===== config.mk =====
export PLATFORM = sky130hd
export DESIGN_NAME = uart_rx_sampler_flat
export DESIGN_NICKNAME = d
export VERILOG_FILES = /design/src/rtl/uart_rx_sampler_if.sv /design/src/rtl/uart_rx_sampler.sv /design/src/flat_wrapper.sv
export SDC_FILE = /design/constraint.sdc
export NUM_CORES = 1
export LEC_CHECK = 0
export ABC_CLOCK_PERIOD_IN_PS = 2100
export BUFFER_PORTS_ARGS = -buffer_cell sky130_fd_sc_hd__buf_2
export CAP_MARGIN = 20
export CELL_PAD_IN_SITES_DETAIL_PLACEMENT = 1
export CELL_PAD_IN_SITES_GLOBAL_PLACEMENT = 2
export CORE_UTILIZATION = 36
export CTS_CLUSTER_DIAMETER = 60
export DETAILED_ROUTE_END_ITERATION = 8
export GPL_TIMING_DRIVEN = 0
export PLACE_DENSITY_LB_ADDON = 0.1
export SKIP_LAST_GASP = 1
export SLEW_MARGIN = 20
export SYNTH_ARGS = -nofsm -noshare
export SYNTH_HDL_FRONTEND = slang
export SYNTH_SLANG_ARGS = --single-unit

===== constraint.sdc =====
create_clock -name clk -period 2.1 [get_ports clk]
set_clock_uncertainty 0.05 [all_clocks]
set_input_delay 0.42 -clock clk [delete_from_list [all_inputs] [get_ports clk]]
set_output_delay 0.42 -clock clk [all_outputs]
set_load 0.005 [all_outputs]

===== src/rtl/uart_rx_sampler_if.sv =====
// uart_rx_sampler_if: RX pin, enable and received-byte strobes of the UART receive front end
// master drives i_rx/i_start_rx and observes the byte outputs; slave is the receiver.
interface uart_rx_sampler_if;
  logic       i_rx;
  logic       i_start_rx;
  logic [7:0] o_data;
  logic       o_data_valid;
  logic       o_frame_err;
  logic       o_busy;
  modport master(output i_rx, i_start_rx, input o_data, o_data_valid, o_frame_err, o_busy);
  modport slave(input i_rx, i_start_rx, output o_data, o_data_valid, o_frame_err, o_busy);
endinterface


===== src/rtl/uart_rx_sampler.sv =====
// uart_rx_sampler: oversampling 8N1 UART receiver with 2-FF sync, start validation and 3-sample majority vote
// clk, rst (async, active-high); bus.i_rx line, bus.i_start_rx enable;
// bus.o_data last good byte, bus.o_data_valid / bus.o_frame_err 1-cycle strobes, bus.o_busy frame in progress.
module uart_rx_sampler #(
  parameter int BAUD_RATE  = 9600,
  parameter int CLOCK_FREQ = 50000000,
  parameter int OVERSAMPLE = 16
) (
  input logic              clk,
  input logic              rst,
  uart_rx_sampler_if.slave bus
);
  localparam int DIV = CLOCK_FREQ / (BAUD_RATE * OVERSAMPLE);
  localparam int M   = OVERSAMPLE / 2;
  localparam int PW  = DIV > 1 ? $clog2(DIV) : 1;
  localparam int SW  = $clog2(OVERSAMPLE);
  typedef enum logic [2:0] {IDLE, START, DATA, STOP, BRK} state_t;
  state_t          state_q, state_d;
  logic            meta_q, meta_d, rxs_q, rxs_d, rxp_q, rxp_d;
  logic [PW-1:0]   pc_q, pc_d;
  logic [SW-1:0]   sc_q, sc_d;
  logic [2:0]      idx_q, idx_d;
  logic [1:0]      smp_q, smp_d;
  logic [7:0]      shift_q, shift_d, data_q, data_d;
  logic            valid_q, valid_d, ferr_q, ferr_d;
  logic            tick, dec, vote, clr;
  always_ff @(posedge clk or posedge rst)
    if (rst) begin
      meta_q  <= 1'b1;
      rxs_q   <= 1'b1;
      rxp_q   <= 1'b1;
      state_q <= IDLE;
      pc_q    <= '0;
      sc_q    <= '0;
      idx_q   <= '0;
      smp_q   <= '0;
      shift_q <= '0;
      data_q  <= '0;
      valid_q <= 1'b0;
      ferr_q  <= 1'b0;
    end else begin
      meta_q  <= meta_d;
      rxs_q   <= rxs_d;
      rxp_q   <= rxp_d;
      state_q <= state_d;
      pc_q    <= pc_d;
      sc_q    <= sc_d;
      idx_q   <= idx_d;
      smp_q   <= smp_d;
      shift_q <= shift_d;
      data_q  <= data_d;
      valid_q <= valid_d;
      ferr_q  <= ferr_d;
    end
  always_comb begin
    meta_d  = bus.i_rx;
    rxs_d   = meta_q;
    rxp_d   = rxs_q;
    tick    = state_q != IDLE && pc_q == PW'(DIV - 1);
    dec     = tick && sc_q == SW'(M + 1);
    // third vote sample is the live line at the decision tick
    vote    = (smp_q[0] & smp_q[1]) | (smp_q[0] & rxs_q) | (smp_q[1] & rxs_q);
    smp_d   = {tick && sc_q == SW'(M) ? rxs_q : smp_q[1], tick && sc_q == SW'(M - 1) ? rxs_q : smp_q[0]};
    state_d = state_q;
    idx_d   = idx_q;
    shift_d = shift_q;
    data_d  = data_q;
    valid_d = 1'b0;
    ferr_d  = 1'b0;
    case (state_q)
      IDLE:  state_d = bus.i_start_rx && rxp_q && !rxs_q ? START : IDLE;
      START: if (dec) begin
        state_d = vote ? IDLE : DATA;
        idx_d   = '0;
      end
      DATA:  if (dec) begin
        shift_d[idx_q] = vote;
        idx_d          = idx_q + 3'd1;
        state_d        = idx_q == 3'd7 ? STOP : DATA;
      end
      STOP:  if (dec) begin
        state_d = vote ? IDLE : BRK;
        data_d  = vote ? shift_q : data_q;
        valid_d = vote;
        ferr_d  = !vote;
      end
      BRK:     state_d = rxs_q ? IDLE : BRK;
      default: state_d = IDLE;
    endcase
    if (!bus.i_start_rx) begin
      state_d = IDLE;
      data_d  = data_q;
      valid_d = 1'b0;
      ferr_d  = 1'b0;
    end
    // counters sit at zero in IDLE so the tick phase starts at the detected edge
    clr  = state_q == IDLE || state_d == IDLE;
    pc_d = clr || tick ? '0 : pc_q + 1'b1;
    sc_d = clr ? '0 : tick ? (sc_q == SW'(OVERSAMPLE - 1) ? '0 : sc_q + 1'b1) : sc_q;
  end
  assign bus.o_data       = data_q;
  assign bus.o_data_valid = valid_q;
  assign bus.o_frame_err  = ferr_q;
  assign bus.o_busy       = state_q != IDLE;
endmodule


===== src/flat_wrapper.sv =====
// flat-port wrapper written by rule: the top's interface ports become plain ports
module uart_rx_sampler_flat 
#(
  parameter int BAUD_RATE  = 9600,
  parameter int CLOCK_FREQ = 50000000,
  parameter int OVERSAMPLE = 16
)
  (clk, rst, bus_i_rx, bus_i_start_rx, bus_o_data, bus_o_data_valid, bus_o_frame_err, bus_o_busy);
  uart_rx_sampler_if bus_i ();
  input logic clk;
  input logic rst;
  input wire logic [$bits(bus_i.i_rx)-1:0] bus_i_rx;
  input wire logic [$bits(bus_i.i_start_rx)-1:0] bus_i_start_rx;
  output wire logic [$bits(bus_i.o_data)-1:0] bus_o_data;
  output wire logic [$bits(bus_i.o_data_valid)-1:0] bus_o_data_valid;
  output wire logic [$bits(bus_i.o_frame_err)-1:0] bus_o_frame_err;
  output wire logic [$bits(bus_i.o_busy)-1:0] bus_o_busy;
  assign bus_i.i_rx = bus_i_rx;
  assign bus_i.i_start_rx = bus_i_start_rx;
  assign bus_o_data = bus_i.o_data;
  assign bus_o_data_valid = bus_i.o_data_valid;
  assign bus_o_frame_err = bus_i.o_frame_err;
  assign bus_o_busy = bus_i.o_busy;
  uart_rx_sampler #(.BAUD_RATE(BAUD_RATE), .CLOCK_FREQ(CLOCK_FREQ), .OVERSAMPLE(OVERSAMPLE)) u_core (.clk(clk), .rst(rst), .bus(bus_i));
endmodule

Word-level counts from Yosys, hierarchy flattened
Cells that the tools add are included.
{"block": "word_totals", "elab_cells": 80, "n_memories": 0, "ram_bits": 0, "romBits": 0, "out_inout_bits": 11, "register_bits": 42, "latchBits": 0, "inputBits": 4}
{"block": "classes", "mux": 26, "n_mul": 0, "div": 0, "order_cmp": 2, "reduce_logical": 19, "add_sub_neg": 3, "n_eq_ne": 12, "shifts": 0, "bitwise": 5}
{"cell": "two-way mux 3 bit", "n": 8}
{"cell": "case mux 3 bit (5 select lines)", "n": 1}
{"cell": "== test 4 bit (second input constant)", "n": 3}
{"cell": "two-way mux 4 bit", "n": 3}
{"cell": "adder 9 x 1 -> 9 bit (second input constant)", "n": 1}
{"cell": "== test 9 bit (second input constant)", "n": 1}
{"cell": "two-way mux 1 bit", "n": 9}
{"cell": "two-way mux 9 bit", "n": 1}
{"cell": "bitwise mux 8 bit", "n": 1}
{"cell": "logical AND 1 bit", "n": 7}
{"cell": "== test 3 x 2 -> 1 bit (second input constant)", "n": 2}
{"cell": "== test 3 bit (second input constant)", "n": 2}
{"cell": "zero test 3 bit", "n": 2}
{"cell": "case mux 3 bit (2 select lines)", "n": 1}
{"cell": "adder 4 x 1 -> 4 bit (second input constant)", "n": 1}
{"cell": "== test 4 x 3 -> 1 bit (second input constant)", "n": 1}
{"cell": "less-than comparator 3 x 4 -> 1 bit (second input constant)", "n": 1}
{"cell": "!= test 2 x 1 -> 1 bit (second input constant)", "n": 2}
{"cell": "AND reduction 4 bit", "n": 1}
{"cell": "nonzero test 2 bit", "n": 2}
{"cell": "adder 3 x 1 -> 3 bit (second input constant)", "n": 1}
{"cell": "AND 1 bit", "n": 3}
{"cell": "demux 1 bit (select 3 bit)", "n": 1}
{"cell": "== test 3 x 1 -> 1 bit (second input constant)", "n": 1}
{"cell": "8 further kinds", "n": 11}

Logic depth before layout (Yosys ltp)
Gate-level depths: netlist (run 1).
{"block": "logic_depth", "depth_word": 11, "depth_mapped": 8}

Worst setup path before layout (run 1)
OpenSTA, ideal clock, no wires.
{"block": "synth_path", "path_type": "register to register", "from": "register u_core.pc_q[0]", "to": "register u_core.smp_q[0]", "path_stages_with_launch": 9, "period_less_slack_ns": 1.923, "setup_slack_ns": 0.177, "arrival_ns": 1.746, "required_time_ns": 1.923, "path_cell_list": "dfrtp_1 inv_1 ha_1 and4bb_2 nand3_1 buf_6 nor3b_1 nand2_1 mux2_1"}
{"block": "synth_via", "elab_chain_cells": 3}
{"item": "from (decl)", "line_no": "uart_rx_sampler.sv:20", "source": "logic [PW-1:0] pc_q, pc_d;"}
{"item": "from (signal assigned)", "line_no": "uart_rx_sampler.sv:46", "source": "pc_q <= pc_d;"}
{"item": "== test 9 bit", "line_no": "uart_rx_sampler.sv:59", "source": "tick = state_q != IDLE && pc_q == PW'(DIV - 1);"}
{"item": "logical AND 1 bit", "line_no": "uart_rx_sampler.sv:59"}
{"item": "logical AND 1 bit", "line_no": "uart_rx_sampler.sv:63", "source": "smp_d = {tick && sc_q == SW'(M) ? rxs_q : smp_q[1], tick && sc_q == SW'(M - 1) ? rxs_q : smp_q[0]};"}
{"item": "to (signal assigned)", "line_no": "uart_rx_sampler.sv:49", "source": "smp_q <= smp_d;"}
{"item": "to (decl)", "line_no": "uart_rx_sampler.sv:23", "source": "logic [1:0] smp_q, smp_d;"}
Every way passes these cells.
A chain may end at the register's enable or synchronous reset.

Final worst setup path (run 1)
{"block": "layout_path", "from": "register u_core.pc_q[1]", "to": "register u_core.pc_q[4]"}
{"block": "layout_via", "elab_chain_cells": 10, "elab_cells_between_ends": 13}
{"item": "== test 9 bit", "line_no": "uart_rx_sampler.sv:59"}
{"item": "logical AND 1 bit", "line_no": "uart_rx_sampler.sv:59"}
{"item": "logical AND 1 bit", "line_no": "uart_rx_sampler.sv:60", "source": "dec = tick && sc_q == SW'(M + 1);"}
{"item": "two-way mux 3 bit (on tied branches)", "line_no": "uart_rx_sampler.sv:81, uart_rx_sampler.sv:72, uart_rx_sampler.sv:76"}
{"item": "case mux 3 bit (5 select lines)", "line_no": "uart_rx_sampler.sv:70", "source": "case (state_q)"}
{"item": "two-way mux 3 bit", "line_no": "uart_rx_sampler.sv:90", "source": "if (!bus.i_start_rx) begin"}
{"item": "zero test 3 bit", "line_no": "uart_rx_sampler.sv:97", "source": "clr = state_q == IDLE || state_d == IDLE;"}
{"item": "logical OR 1 bit", "line_no": "uart_rx_sampler.sv:97"}
{"item": "logical OR 1 bit", "line_no": "uart_rx_sampler.sv:98", "source": "pc_d = clr || tick ? '0 : pc_q + 1'b1;"}
{"item": "two-way mux 9 bit (*)", "line_no": "uart_rx_sampler.sv:98"}
{"item": "named net u_core.pc_d[4]", "line_no": "uart_rx_sampler.sv:20"}
The timed path passes the listed nets; every way through them passes the cells marked *.

==> flow_metrics.py, run 1 <==
metrics = {
    "critical_path": {
        "crit_start": "u_core.pc_q[1]",
        "worstPathCellList": "inv_2 -> ha_4 -> and4bb_4 -> buf_6 -> a311oi_2 -> nand4b_4 -> o221ai_4 -> buf_4 -> a211oi_1",
        "path_class": "reg -> reg",
        "max_stage_delay_ps": 380,
        "cp_max_fo": 7,
        "cp_slowest_cell": "dfrtp_1",
        "arrival_ps": 2260,
        "startpoint_type": "register",
        "reg2reg_from": "u_core.pc_q[1]",
        "required_ps": 2240,
        "end_kind": "register",
        "cp_top_family": "compound AO/OA/AOI/OAI gates",
        "crit_buf_inv": 3,
    },
    "routing": {
        "drtPass1Iterations": 4,
        "ant_nets": 0,
        "finalWirelength_um": 4920,
        "drc_errors": 0,
        "vias": 1542,
        "post_drt_wl_per_cell_um": 17.1,
        "drtIter0Drc": 74,
        "routed_via_density": 5.35,
    },
    "power": {
        "p_seq_share_pct": 60.1,
        "pwr-share-clk_pct": 35.7,
        "power.switching_w": 0.000305,
        "p_int_w": 0.00105,
        "irDropWorstVdd_mv": 0.203,
        "sw_frac_of_total_pct": 22.4,
        "cellPowerDensity_nw_per_um2": 520,
        "p_leak_nw": 1.21,
        "p_comb_share_pct": 4.2,
    },
    "floorplanning": {
        "placementRows": 27,
        "initial_core_util_pct": 38.0,
        "die_area_um2": 6230,
        "dieHeight_um": 78.9,
        "boundaryPins": 15,
        "coreArea_um2": 5610,
        "die_x_um": 78.9,
    },
    "timing": {
        "report.final.slew_viol_count": 0,
        "fin_crit_ps": 2120,
        "post-route-period-util_pct": 101,
        "fin_hold_ws_ps": 10.6,
        "grt_setup_unrepaired": "yes",
        "fmax_ghz": 0.472,
        "slew_headroom_pct": 69.7,
        "final-setup-viol-count": 1,
        "worst_pin_slew_ps": 455,
        "finalHoldViolCount": 0,
        "fin_ws_ps": -16.7,
    },
    "global_routing": {
        "antenna_found_initial": 0,
        "grt-ovfl-total": 0,
        "gr-usage-all-layers_pct": 17.5,
        "grt_pass1_vias": 1635,
        "grt_start_max_net_pins": 33,
        "grt_pass1_wl_um": 8290,
    },
    "placement": {
        "dp_hpwl_um": 3260,
        "placed_area_um2": 2310,
        "routabilityCongestion": 0.804,
        "preCtsSetupSlack_ps": -199,
        "io_buffers": 13,
        "numPlacedInstances": 267,
    },
    "finish": {
        "layout-drive-gt1-share_pct": 40.7,
        "regArea_um2": 1060,
        "fill_cells": 626,
        "instances_no_fill": 288,
        "nNetsFinal": 227,
        "final_core_util_pct": 46.6,
        "multiInputGateArea_um2": 1100,
        "synthToLayoutAreaGrowth_pct": 22.6,
        "antenna_cells": 0,
        "final_common_cell": "dfrtp_1",
        "final_area_um2": 2610,
        "mostFrequentLayoutCells": "36 x dfrtp_1, 17 x mux2_2, 16 x buf_2, 12 x nand3_1, 12 x buf_4",
    },
    "clocking": {
        "root_buffer": "clkbuf_8",
        "h-tree-depth": 2,
        "clock_path_buffers": 2,
        "clk_pin_slew_ps": 80,
        "clk_latency_ps": 290,
        "cts_tree": "done",
        "ctsHoldBuffers": 0,
        "cts_made_buffers": 5,
        "clock-sinks": 42,
    },
    "min_path": {
        "min_path_type": "in -> async",
    },
    "synth": {
        "synthArstFlopShare_pct": 100,
        "yosys_warnings": 0,
        "synth_fp_nets": 192,
        "ys_seq_elements": 42,
        "avgSynthCellArea_um2": 11.8,
        "postSynthCellCount": 181,
        "yosysSeqAreaShare_pct": 49.5,
        "ys.flop_type": "dfrtp_1",
        "synth.cell_area_um2": 2130,
        "synth_edf_count": 0,
        "synth_cell_type_count": 47,
    },
    "outcome": {
        "violations": "setup timing",
        "outcome": "complete, but fails checks",
    },
    "run": {
        "cap_violations": 0,
    },
}
metal layers:
metal / up-vias / global-route usage, % / wire length (um)
met5: - / 0 / 0
met4: 0 / 6.18 / 77
met3: 8 / 4.60 / 132
met2: 22 / 28.9 / 2390
met1: 786 / 22.0 / 2320
li1: 726 / - / -
cell usage after synthesis (5+ instances only):
library cell / count / area share [%]
nand3b_1: 5 / 1.8
nand3_1: 12 / 2.8
nand2_1: 8 / 1.4
mux2_2: 17 / 9.0
xor2_1: 6 / 2.5
a21oi_1: 11 / 2.6
ha_1: 7 / 4.1
inv_1: 10 / 1.8
dfrtp_1: 39 / 46
state kept, by name (all words and copies together) (netlist names):
name / flops
u_core.pc_q: 9
u_core.bus.o_data: 8
u_core.shift_q: 8
u_core.sc_q: 4
u_core.idx_q: 3
u_core.state_q: 3
u_core.smp_q: 2
u_core.bus.o_data_valid: 1
u_core.bus.o_frame_err: 1
u_core.meta_q: 1
u_core.rxp_d: 1
u_core.rxp_q: 1
metrics by stage:
step	power (W)	TNS, ps
after CTS	0.00138	0
after floorplan	0.000865	0
after detailed placement	0.000884	-3320
final	0.00136	-16.7
after global routing	0.00142	-864
after global placement	0.000877	-1640
what timing repair did:
item	4_1_cts	5_1_grt
setup endpoints to repair	34	32
buffers inserted	4	8
gates resized for setup	15	13
pin swaps	1	7
cloned	0	2
cells by family (layout without fill, tap and decap cells):
| kind of cell | count (synthesis) | in the layout | synth area share (%) |
|---|---|---|---|
| fa+ha+maj | 8 | 8 | 4.58 |
| buf+inv | 18 | 52 | 4.11 |
| flops | 42 | 42 | 49.5 |
| simple gates | 58 | 59 | 17.9 |
| xor+xnor | 9 | 9 | 3.70 |
| mux | 20 | 20 | 10.5 |
| compound gates | 26 | 26 | 9.75 |
power groups by stage:
stage               sequential, W  clock, W  combinational (W)
detailed placement       0.000833         0          0.0000514
finish                   0.000817  0.000485          0.0000576
global placement         0.000833         0          0.0000447
floorplan                0.000832         0          0.0000326
CTS                      0.000817  0.000505          0.0000559
global route             0.000817  0.000541          0.0000647
cell type report:
| type | instances | area share [%] |
|---|---|---|
| clock buffer | 5 | 2.63 |
| tap | 72 | 3.45 |
| sequential | 42 | 40.5 |
| timing repair buffer | 27 | 7.14 |
| multi-input combinational | 122 | 42.3 |
| inverter | 10 | 1.44 |
| buffer | 8 | 2.16 |
| clock inverter | 2 | 0.383 |
final timing paths:
path	end	slack, ps	cells past startpoint
setup / recovery	u_core.pc_q[4]	-20	9
hold / removal	u_core.pc_q[0]	10	2
setup reg to reg	u_core.pc_q[4]	-20	9
hold reg to reg	u_core.rxp_d	310	0
max in group asynchronous	u_core.rxp_d	1460	3
min in group clk	u_core.meta_q	180	1
No activity file was read; power rests on OpenSTA's default activity.
==> inputs of run 2 (changes only) <==
Settings changed: REMOVE_ABC_BUFFERS set to 1.
==> run 2 against run 1 <==
- core utilization grew 1.4 points
- die area is the same
- the run now ends clean
- flip-flop and latch count is the same
- fmax grew 1.4%
- combinational power grew 9.4%
- sequential share of layout area shrank 1.1 points
- final area grew 3.0%
- clock power grew 28%
- global-route usage shrank 0.68 points
- hold slack gained 160 ps
- critical endpoint is now u_core.sc_q[0]
==> flow_metrics.py, run 2 (synthesized netlist as in run 1, its figures left out) <==
metrics = {
    "outcome": {
        "outcome": "finished clean",
    },
    "critical_path": {
        "path_class": "reg -> reg",
        "arrival_ps": 2240,
        "startpoint_type": "register",
        "cp_max_fo": 7,
        "required_ps": 2260,
        "end_kind": "register",
    },
    "finish": {
        "fill_cells": 609,
        "multiInputGateArea_um2": 1170,
        "layout-drive-gt1-share_pct": 44.3,
        "instances_no_fill": 284,
        "synthToLayoutAreaGrowth_pct": 26.2,
        "regArea_um2": 1060,
        "antenna_cells": 0,
        "final_core_util_pct": 48.0,
        "largest_reg_flops": 9,
        "nNetsFinal": 222,
        "final_common_cell": "dfrtp_1",
        "largest_register": "u_core.pc_q",
        "final_area_um2": 2690,
        "mostFrequentLayoutCells": "35 x dfrtp_1, 17 x mux2_2, 14 x buf_2, 11 x nand3_1, 11 x buf_4",
    },
    "routing": {
        "vias": 1520,
        "drtIter0Drc": 44,
        "post_drt_wl_per_cell_um": 17.4,
        "drc_errors": 0,
        "ant_nets": 0,
        "routed_via_density": 5.35,
        "drtPass1Iterations": 4,
        "finalWirelength_um": 4940,
    },
    "timing": {
        "slew_headroom_pct": 61.4,
        "fin_crit_ps": 2090,
        "post-route-period-util_pct": 99.4,
        "grt_setup_unrepaired": "yes",
        "final-setup-viol-count": 0,
        "worst_pin_slew_ps": 579,
        "tns_ps": 0,
        "fin_ws_ps": 12.6,
        "report.final.slew_viol_count": 0,
        "finalHoldViolCount": 0,
        "fmax_ghz": 0.479,
    },
    "floorplanning": {
        "boundaryPins": 15,
        "coreArea_um2": 5610,
        "die_x_um": 78.9,
        "dieHeight_um": 78.9,
        "initial_core_util_pct": 38.0,
        "die_area_um2": 6230,
        "placementRows": 27,
    },
    "clocking": {
        "clock-sinks": 42,
        "clk_latency_ps": 290,
        "root_buffer": "clkbuf_8",
        "clock_path_buffers": 2,
        "clk_pin_slew_ps": 80,
        "cts_tree": "done",
        "h-tree-depth": 2,
        "cts_made_buffers": 5,
    },
    "placement": {
        "routabilityCongestion": 0.824,
        "preCtsSetupSlack_ps": -416,
        "dp_hpwl_um": 3210,
        "placed_area_um2": 2260,
        "io_buffers": 14,
        "numPlacedInstances": 260,
    },
    "run": {
        "cap_violations": 0,
    },
    "global_routing": {
        "grt-ovfl-total": 0,
        "grt_start_max_net_pins": 34,
        "antenna_found_initial": 0,
        "gr-usage-all-layers_pct": 16.8,
        "grt_pass1_wl_um": 8050,
        "grt_pass1_vias": 1647,
    },
    "min_path": {
        "min_path_type": "in -> reg",
    },
    "power": {
        "irDropWorstVdd_mv": 0.273,
        "p_leak_nw": 1.20,
        "cellPowerDensity_nw_per_um2": 559,
    },
}
[run 2: changes by cell type in the layout (fill, tap and decap cells not counted), moves of 2 or more]
cell / change
clkbuf_1: -2
buf_6: -4
nand3_4: +2
a21oi_1: -2
a21oi_2: +2
buf_2: -2
[run 2: timing repair]
item	CTS	global route
setup endpoints to repair	35	31
endpoints found under the hold margin	6	0
hold buffers	1	0
buffers inserted	7	5
gates resized for setup	12	23
pin swaps	2	13
gates cloned	0	3
[run 2: power by group]
part	internal, W	switching [W]	leakage [nW]
sequential	0.000814	0.00000603	0.570
clock	0.000350	0.000271	0.0579
combinational	0.0000222	0.0000408	0.568
total	0.00119	0.000318	1.20
[run 2: final timing paths]
check / cells after the start / endpoint / slack (ps) / start
worst max-delay path: 8 / u_core.sc_q[0] / 10 / u_core.pc_q[1]
max in group asynchronous: 4 / u_core.idx_q[2] / 990 / rst
worst min register to register: 0 / u_core.rxp_d / 310 / u_core.meta_q
worst max register to register: 8 / u_core.sc_q[0] / 10 / u_core.pc_q[1]
min in group asynchronous: 3 / u_core.sc_q[3] / 540 / rst
worst min-delay path: 1 / u_core.meta_q / 170 / bus_i_rx
[run 2: through the flow]
stage | power [W] | hold WS (ps)
5_1_grt | 0.00157 | 161
4_1_cts | 0.00153 | 162
6_report | 0.00150 | 175
3_5_place_dp | 0.000883 | 300
2_1_floorplan | 0.000861 | 295
3_3_place_gp | 0.000876 | 299
[run 2: final cells by class]
class                      count  area share [%]
multi-input combinational    123            43.3
sequential                    42            39.4
timing repair buffer          29            8.47
tap                           72            3.35
clock buffer                   5            2.56
clock inverter                 3            1.49
inverter                      10            1.40
[run 2: worst max-delay path, cell delays in order, from the launching register on]
cell,delay (ps)
dfrtp_1,400
inv_2,80
ha_4,120
and4bb_4,350
nand4_4,180
mux2i_4,250
o221ai_4,160
buf_12,180
a221oi_2,220
[run 2: routing by layer]
layer	global-route usage (%)	part of all wire [%]	vias to the layer above
met5	0	0	-
met4	6.36	0.81	0
met3	3.56	2.5	4
met2	29.0	54	26
met1	20.5	43	766
li1	-	-	724
